**src/rtl/arith_pkg.sv**
```systemverilog
// Shared types for the multi-cycle arithmetic unit: opcodes, FSM states and the NZCV flag bundle.
package arith_pkg;

    typedef enum logic [2:0] {
        OP_ADD = 3'b000,
        OP_SUB = 3'b001,
        OP_RSB = 3'b010,
        OP_ADC = 3'b011,
        OP_SBC = 3'b100,
        OP_MUL = 3'b101
    } op_t;

    typedef enum logic {
        ST_IDLE = 1'b0,
        ST_MUL  = 1'b1
    } state_t;

    typedef struct packed {
        logic n;
        logic z;
        logic c;
        logic v;
    } flags_t;

    // Flags reported for reserved opcodes: zero result, everything else clear.
    localparam flags_t FLAGS_RESERVED = '{n: 1'b0, z: 1'b1, c: 1'b0, v: 1'b0};

endpackage

```
**src/rtl/addsub_core.sv**
```systemverilog
// Combinational adder computing a + (b ^ {N{inv}}) + cin with ARM-style carry and overflow.
module addsub_core #(
    parameter int N = 32
) (
    input  logic [N-1:0] a_i,
    input  logic [N-1:0] b_i,
    input  logic         inv_i,
    input  logic         cin_i,
    output logic [N-1:0] sum_o,
    output logic         c_out_o,
    output logic         v_o
);

    logic [N-1:0] bx;
    logic [N:0]   full;

    assign bx      = b_i ^ {N{inv_i}};
    assign full    = {1'b0, a_i} + {1'b0, bx} + {{N{1'b0}}, cin_i};
    assign sum_o   = full[N-1:0];
    assign c_out_o = full[N];
    // Overflow: both addends share a sign that the sum does not.
    assign v_o     = (a_i[N-1] == bx[N-1]) && (sum_o[N-1] != a_i[N-1]);

endmodule

```
**src/rtl/arith_mc_unit.sv**
```systemverilog
// Registered ALU: single-cycle add/sub family plus an N-iteration shift-add multiplier.
// Handshake: start is taken when busy=0; valid pulses one cycle when y/flags are refreshed.
module arith_mc_unit
    import arith_pkg::*;
#(
    parameter int N = 32
) (
    input  logic         clk,
    input  logic         reset,
    input  logic         start,
    input  logic [2:0]   op,
    input  logic [N-1:0] a,
    input  logic [N-1:0] b,
    input  logic         c_in,
    output logic         busy,
    output logic         valid,
    output logic [N-1:0] y,
    output logic [3:0]   flags
);

    localparam int CW = $clog2(N) + 1;

    state_t        state_q, state_d;
    logic [N-1:0]  y_q, y_d;
    flags_t        flags_q, flags_d;
    logic          valid_q, valid_d;
    logic [N-1:0]  mcand_q, mcand_d;
    logic [N-1:0]  mplier_q, mplier_d;
    logic [N-1:0]  acc_q, acc_d;
    logic [CW-1:0] count_q, count_d;

    op_t           op_s;
    logic [N-1:0]  as_x, as_y, as_sum;
    logic          as_inv, as_cin, as_cout, as_v;
    logic [N-1:0]  acc_sum;

    assign op_s = op_t'(op);

    // Operand steering: RSB swaps the operands, subtracts invert the second one.
    always_comb begin
        as_x   = a;
        as_y   = b;
        as_inv = 1'b0;
        as_cin = 1'b0;
        case (op_s)
            OP_SUB: begin
                as_inv = 1'b1;
                as_cin = 1'b1;
            end
            OP_RSB: begin
                as_x   = b;
                as_y   = a;
                as_inv = 1'b1;
                as_cin = 1'b1;
            end
            OP_ADC: as_cin = c_in;
            OP_SBC: begin
                as_inv = 1'b1;
                as_cin = c_in;
            end
            default: ;
        endcase
    end

    addsub_core #(.N(N)) u_addsub (
        .a_i     (as_x),
        .b_i     (as_y),
        .inv_i   (as_inv),
        .cin_i   (as_cin),
        .sum_o   (as_sum),
        .c_out_o (as_cout),
        .v_o     (as_v)
    );

    assign acc_sum = acc_q + (mplier_q[0] ? mcand_q : {N{1'b0}});

    always_comb begin
        state_d  = state_q;
        y_d      = y_q;
        flags_d  = flags_q;
        valid_d  = 1'b0;
        mcand_d  = mcand_q;
        mplier_d = mplier_q;
        acc_d    = acc_q;
        count_d  = count_q;
        case (state_q)
            ST_IDLE: begin
                if (start) begin
                    case (op_s)
                        OP_ADD, OP_SUB, OP_RSB, OP_ADC, OP_SBC: begin
                            y_d       = as_sum;
                            flags_d.n = as_sum[N-1];
                            flags_d.z = (as_sum == {N{1'b0}});
                            flags_d.c = as_cout;
                            flags_d.v = as_v;
                            valid_d   = 1'b1;
                        end
                        OP_MUL: begin
                            mcand_d  = a;
                            mplier_d = b;
                            acc_d    = {N{1'b0}};
                            count_d  = {CW{1'b0}};
                            state_d  = ST_MUL;
                        end
                        default: begin
                            y_d     = {N{1'b0}};
                            flags_d = FLAGS_RESERVED;
                            valid_d = 1'b1;
                        end
                    endcase
                end
            end
            ST_MUL: begin
                acc_d    = acc_sum;
                mcand_d  = mcand_q << 1;
                mplier_d = mplier_q >> 1;
                count_d  = count_q + CW'(1);
                // Last iteration publishes the freshly accumulated product.
                if (count_q == CW'(N - 1)) begin
                    y_d       = acc_sum;
                    flags_d.n = acc_sum[N-1];
                    flags_d.z = (acc_sum == {N{1'b0}});
                    flags_d.c = 1'b0;
                    flags_d.v = 1'b0;
                    valid_d   = 1'b1;
                    count_d   = {CW{1'b0}};
                    state_d   = ST_IDLE;
                end
            end
            default: state_d = ST_IDLE;
        endcase
    end

    always_ff @(posedge clk) begin
        if (reset) begin
            state_q  <= ST_IDLE;
            y_q      <= {N{1'b0}};
            flags_q  <= '0;
            valid_q  <= 1'b0;
            mcand_q  <= {N{1'b0}};
            mplier_q <= {N{1'b0}};
            acc_q    <= {N{1'b0}};
            count_q  <= {CW{1'b0}};
        end else begin
            state_q  <= state_d;
            y_q      <= y_d;
            flags_q  <= flags_d;
            valid_q  <= valid_d;
            mcand_q  <= mcand_d;
            mplier_q <= mplier_d;
            acc_q    <= acc_d;
            count_q  <= count_d;
        end
    end

    assign busy  = (state_q == ST_MUL);
    assign valid = valid_q;
    assign y     = y_q;
    assign flags = flags_q;

endmodule

```
**config.mk**
```make
export PLATFORM = sky130hd
export DESIGN_NAME = arith_mc_unit
export DESIGN_NICKNAME = d
export VERILOG_FILES = /design/src/rtl/arith_pkg.sv /design/src/rtl/addsub_core.sv /design/src/rtl/arith_mc_unit.sv
export SDC_FILE = /design/constraint.sdc
export NUM_CORES = 1
export LEC_CHECK = 0
export ABC_AREA = 1
export BUFFER_PORTS_ARGS = -buffer_cell sky130_fd_sc_hd__buf_2
export CAP_MARGIN = 20
export CORE_UTILIZATION = 40
export DETAILED_ROUTE_END_ITERATION = 10
export RECOVER_POWER = 50
export SLEW_MARGIN = 40
export SYNTH_ARGS = -nofsm -noshare
export SYNTH_HDL_FRONTEND = slang
export SYNTH_SLANG_ARGS = --single-unit
```
**constraint.sdc**
```tcl
create_clock -name clk -period 4.8 [get_ports clk]
set_input_delay 0 -clock clk [delete_from_list [all_inputs] [get_ports clk]]
set_output_delay 0 -clock clk [all_outputs]
set_load 0.005 [all_outputs]
```
==> After elaboration in Yosys (flattened, before gate mapping) <==
Cells that the tools add are included.
{ "totals": {"word_cells": 73, "ff_bits": 140, "in_bits": 71, "out_inout_bits": 38} }
{ "classes": {"n_addsub": 4, "bitwise_logic": 2, "mux": 34, "n_eq_ne": 12, "n_reduce_logical": 10} }
{ "op_table": {"columns": ["op", "n"], "rows": [
  ["32-bit two-way mux", 11],
  ["32-bit one-hot mux with 2 select lines", 5],
  ["32-bit logical NOT", 2],
  ["32-bit by 32-bit adder with 33-bit output", 1],
  ["33-bit by 1-bit adder with 33-bit output", 1],
  ["32-bit adder", 1],
  ["32-bit bitwise XOR", 1],
  ["6-bit two-way mux", 3],
  ["4-bit one-hot mux with 2 select lines", 2],
  ["6-bit one-hot mux with 2 select lines", 1],
  ["4-bit two-way mux", 2],
  ["1-bit two-way mux", 7],
  ["6-bit by 1-bit adder with 6-bit output, second input constant", 1],
  ["3-bit by 2-bit equality test with 1-bit output, second input constant", 2],
  ["3-bit equality test, second input constant", 2],
  ["6-bit by 5-bit equality test with 1-bit output, second input constant", 1],
  ["1-bit one-hot mux with 2 select lines", 3],
  ["5-bit OR reduction", 1],
  ["2-bit by 1-bit != test with 1-bit output, second input constant", 2],
  ["2-bit != test, second input constant", 2],
  ["2-bit OR reduction", 2],
  ["3-bit by 1-bit equality test with 1-bit output, second input constant", 1],
  ["3-bit logical NOT", 1],
  ["3-bit AND reduction", 1],
  ["6 further kinds", 6]
]} }

==> Logic depth before layout (Yosys ltp) <==
{ "logic_depth": {"depth_word": 11, "ltp_mapped": 29, "mapped_depth_nobuf": 28} }

==> Modules after synthesis <==
From an unflattened synthesis, not the netlist that was laid out.
{ "unflattened": {"cells_unflattened": 1977, "area_unflattened_um2": 11592.4} }
{ "by_module_without_submodules": {"columns": ["mod", "seq_area_each_um2", "instances", "cells_per_inst", "area_per_inst_um2"], "rows": [
  ["arith_mc_unit", 2782.7, 1, 1503, 8986.1],
  ["addsub_core", 0.0, 1, 474, 2606.2]
]} }

==> Worst setup path after synthesis <==
OpenSTA, ideal clock, no wires.
{ "synth_path": {"path_kind": "input -> register", "startpoint": "in op[2]", "endpoint": "reg flags_q, in the netlist flags[2]", "setup_time_ps": 109, "slack_ps": 1612, "arrival_time_ps": 3079, "path_buffers": 3, "t_required_ps": 4691, "cell_stages": 28, "path_cell_list": "inv_1 nand3_1 clkbuf_1 clkbuf_1 clkbuf_1 o21ai_0 fa_1 fa_1 inv_1 nand2_1 nand2_1 nand3_2 nand2_2 nand2_1 nand2_2 nand2_2 nand2_1 nand2_1 nand2_1 nor2_1 nand2_1 nor2_1 nand3_1 nand2_1 nand2_1 nand3_1 nand2_1 inv_1"} }
{ "synth_between": {"elab_chain_len": 10, "elab_cells_between_ends": 23, "cone_classes": "add/sub (2); eq/ne (6); mux (7); bitwise (1); reduce/logical (7)"} }
{ "synth_lines": {"columns": ["element", "line_no", "rtl"], "rows": [
  ["from (decl)", "arith_mc_unit.sv:11", "input logic [2:0] op,"],
  ["3-bit by 1-bit equality test with 1-bit output (tied with other cells)", "arith_mc_unit.sv:45, arith_mc_unit.sv:89", null],
  ["3-bit OR reduction (no line)", null, null],
  ["1-bit two-way mux", "arith_mc_unit.sv:45", "case (op_s)"],
  ["32-bit bitwise XOR", "addsub_core.sv:17", "assign bx = b_i ^ {N{inv_i}};"],
  ["32-bit by 32-bit adder with 33-bit output", "addsub_core.sv:18", "assign full = {1'b0, a_i} + {1'b0, bx} + {{N{1'b0}}, cin_i};"],
  ["33-bit by 1-bit adder with 33-bit output", "addsub_core.sv:18", null],
  ["32-bit logical NOT", "arith_mc_unit.sv:93", "flags_d.z = (as_sum == {N{1'b0}});"],
  ["4-bit one-hot mux with 2 select lines", "arith_mc_unit.sv:89", "case (op_s)"],
  ["4-bit two-way mux", "arith_mc_unit.sv:88", "if (start) begin"],
  ["4-bit one-hot mux with 2 select lines", "arith_mc_unit.sv:86", "case (state_q)"],
  ["to (signal assigned)", "arith_mc_unit.sv:147", "flags_q <= flags_d;"],
  ["to (decl)", "arith_mc_unit.sv:25", "flags_t flags_q, flags_d;"]
]} }
Parallel ways exist; a longest one is shown, timed or not. The select of a mux whose other input is x is not followed.
A chain may end at the register's enable or synchronous reset.

==> Worst setup path in the final report <==
{ "layout_path": {"startpoint": "reg state_q, in the netlist busy", "endpoint": "reg mcand_q[13]"} }
{ "layout_between": {"elab_chain_len": 3, "elab_cells_between_ends": 5, "cone_classes": "eq/ne (2); mux (1); bitwise (1); reduce/logical (1)"} }
{ "layout_lines": {"columns": ["element", "line_no", "rtl"], "rows": [
  ["from (decl)", "arith_mc_unit.sv:23", "state_t state_q, state_d;"],
  ["from (signal assigned)", "arith_mc_unit.sv:145", "state_q <= state_d;"],
  ["1-bit NOT", null, null],
  ["2-bit by 1-bit != test with 1-bit output (no line) / 2-bit != test (equally long branches)", null, null],
  ["2-bit AND reduction (no line)", null, null],
  ["to (signal assigned)", "arith_mc_unit.sv:140", "mcand_q <= {N{1'b0}};"],
  ["to (signal assigned)", "arith_mc_unit.sv:149", "mcand_q <= mcand_d;"],
  ["to (decl)", "arith_mc_unit.sv:27", "logic [N-1:0] mcand_q, mcand_d;"]
]} }
Parallel ways exist; a longest one is shown, timed or not.

==> results.json <==
{
  "numPortBuffers": 108,
  "yosys_most_used_dff": "sky130_fd_sc_hd__dfxtp_1",
  "timing.final.setup_violations": 0,
  "max-cap-violations": 1,
  "maxSlewHeadroom_pct": -42.52,
  "hold_end": "count_q[0]",
  "die_w_um": 173.7,
  "pre_cts_ws_ps": 1131,
  "tightest_slew_ps": 2135,
  "vias_per_cell": 5.111,
  "power_density_nw_per_um2": 278.9,
  "cell_with_the_largest_stage_delay_on_the_worst_path": "sky130_fd_sc_hd__dfxtp_1",
  "unrepaired_setup_endpoints_after_global_routing": "no",
  "clock_sinks": 139,
  "path_clk_slew_ps": 60,
  "timing.final.crit_period_ps": 3800,
  "synthesized_nets": 2182,
  "outcome": "finished, violations left",
  "routed_wl_um": 41320,
  "root_buffer": "sky130_fd_sc_hd__clkbuf_16",
  "fin_tns_setup_ps": 0,
  "fmax_ghz": 0.2632,
  "fp-row-count": 62,
  "share_of_the_core_filled_with_cells_pct": 48.08,
  "yosys_warnings": 0,
  "grt_pass1_wl_um": 65090,
  "synthMostInstantiatedCell": "sky130_fd_sc_hd__nand2_1",
  "startpoint_type": "flip-flop",
  "clock_insertion_delay_worst_skew_ps": 440,
  "drive_above_1_share_pct": 8.783,
  "floorplan.die.height_um": 173.7,
  "synth_area_leaders": "sky130_fd_sc_hd__nand2_1 (25%), sky130_fd_sc_hd__dfxtp_1 (24%), sky130_fd_sc_hd__inv_1 (9.5%)",
  "detailedRoute.firstPassIterationCount": 5,
  "setup.worst_path.end_class": "flip-flop",
  "post_route_setup_slack_ps": 1000,
  "pwr-share-clk_pct": 35.3,
  "violations": "capacitance limit, slew limit",
  "worst-setup-path-type": "flip-flop to flip-flop",
  "netlist_top_cells_count": "sky130_fd_sc_hd__nand2_1 (795), sky130_fd_sc_hd__inv_1 (300), sky130_fd_sc_hd__dfxtp_1 (139)",
  "average_footprint_of_a_synthesized_cell_um2": 5.767,
  "report.final.hold_viol_count": 0,
  "report.final.slew_viol_count": 52,
  "gp_routability_congestion": 0.8948,
  "synthDominantAreaCellType": "sky130_fd_sc_hd__nand2_1",
  "grtUsageTotal_pct": 27.47,
  "drt_first_iter_violations": 989,
  "final.period_utilization_pct": 79.17,
  "inst_count_dp": 2471,
  "worstRegToRegCells": 5,
  "p_int_mw": 2.427,
  "vias": 13130,
  "antenna_left": 0,
  "r2r_end": "mcand_q[13]",
  "worst_hold_startpoint": "op[1]",
  "yosysTopAreaCellShare_pct": 25.31,
  "timing.reg2reg.setup_slack_ps": 1000,
  "yosysUniqueCellTypes": 37,
  "timing.critical_path.required_ps": 5080,
  "clk_path_buf_depth": 2,
  "syn_to_final_growth_pct": 17.66,
  "route.detailed.drc": 0,
  "combinationalPowerShare_pct": 32.5,
  "numCtsBuffers": 17,
  "synthCells": 2045,
  "stdcell_count": 2570,
  "layout.nets": 2310,
  "cp_cell_sequence": "clkbuf_2, nor2_4, buf_4, nand2_1, a31oi_1",
  "fillers": 3094,
  "cts_max_level": 4,
  "count_of_flip_flops_with_a_built_in_enable_after_synthesis": 0,
  "async_reset_ff_share_pct": 0,
  "switching_share_pct": 37.28,
  "via_count_of_the_first_global_routing_pass": 12120,
  "power.leakage_nw": 7.049,
  "hold_path.class": "primary input to flip-flop",
  "detail_route.wl_per_cell_um": 16.08,
  "maximum_fanout_count_along_the_critical_path": 65,
  "cts.repair.resized": 0,
  "synth_area_um2": 11790,
  "antenna_found_initial": 0,
  "maximum_number_of_pins_on_one_net_before_global_route_repair": 123,
  "detailed_place_hpwl_um": 32340,
  "total_power_mw": 3.870,
  "crit_path_max_incr_delay_ps": 1760,
  "floorplan.die_area_um2": 30170,
  "grt_remaining_overflow": 0,
  "seqPwrFrac_pct": 32.2,
  "start_util_pct": 40.86,
  "count_of_pins_on_the_block_boundary": 109,
  "tritoncts": "built",
  "fin_skew_ps": 9.173,
  "cp_data_arrival_time_ps": 4080,
  "postCtsSetupRepairBufs": 0,
  "synth_seq_area_share_pct": 23.60,
  "ys_ff_latch": 139,
  "switch_pwr_mw": 1.443,
  "core_area_um2": 28860,
  "min_path_cells": 5,
  "diodes": 0,
  "rr_startpoint": "busy",
  "ir_drop_mv": 0.2541
}
state kept, by name, indices dropped and copies added, names as in the netlist:
register	count
mplier_q	32
valid	1
y	32
acc_q	32
flags	3
busy	1
mcand_q	32
count_q	6
layout by cell type (no fill, tap or decap), drive strengths merged:
cell type,n
a311oi,1
dlygate4sd3,66
o21ai,92
xor2,28
nand4,19
nand3,89
nand3b,13
buf,104
inv,313
clkinvlp,3
xnor2,18
o211ai,33
nor2,142
nor3,18
nand2,811
bufinv,2
fa,3
dfxtp,139
nor4,1
a221oi,2
or2,6
clkinv,3
o21bai,14
nand2b,1
o21a,1
clkbuf,31
ha,63
a31oi,65
a21oi,104
a211oi,1
metrics by stage:
| stage | hold WS (ps) | cell area, um^2 |
|---|---|---|
| CTS | 293.9 | 13880 |
| floorplan | 149.0 | 11790 |
| global route | 365.0 | 13870 |
| global placement | 277.1 | 12610 |
| finish | 298.8 | 13870 |
| detailed placement | 282.6 | 12620 |
metal layers:
metal	GRT usage, %	vias to the layer above	routed length, um
met2	44.88	307	18940
met5	0	-	0
li1	-	6708	-
met1	37.72	6072	19810
met4	8.991	0	1020
met3	2.851	47	1547
worst max-delay path by stage:
stage                      from          end  cells after the start
after floorplan           op[2]     flags[2]                     28
after global placement    op[1]     flags[2]                     27
after detailed placement  op[2]     flags[2]                     28
after CTS                 op[2]     flags[2]                     28
after global routing       busy        y[21]                      7
final                      busy  mcand_q[13]                      5
area by class of cell:
type / instances / area (um^2) / area share [%]
repair buffers: 183 / 1272 / 9.171
flip-flops and latches: 139 / 2783 / 20.06
well taps: 384 / 480.5 / 3.463
clock inverters: 14 / 158.9 / 1.145
multi-input cells: 1525 / 7589 / 54.69
clock buffers: 18 / 439.2 / 3.165
inverters: 307 / 1152 / 8.306
cell families after synthesis:
family                     synth area share (%)
AOI/OAI and AO/OA                         15.24
DFF                                       23.60
and+or+nand+nor                           38.21
adders and majority gates                 7.194
xor gates and xnor gates                  3.416
buffers and inverters                     12.35
worst max-delay path, delay by kind of cell (launching register included):
kind / cells / cell delay, ps
buf+inv: 2 / 1400
flops: 1 / 1760
simple gates: 2 / 310
compound gates: 1 / 110
power groups by stage:
stage	registers [mW]	clock network [mW]	logic, mW
finish	1.25	1.37	1.26
global route	1.25	1.43	1.41
CTS	1.24	1.38	1.25
detailed placement	1.27	0	1.20
global placement	1.27	0	1.19
floorplan	1.25	0	0.847
what timing repair did:
| item | 4_1_cts | 5_1_grt |
|---|---|---|
| hold buffers | 66 | 0 |
| endpoints found under the setup margin | 0 | 0 |
| endpoints found under the hold margin | 75 | 0 |
Power figures use the tool's default switching activity.
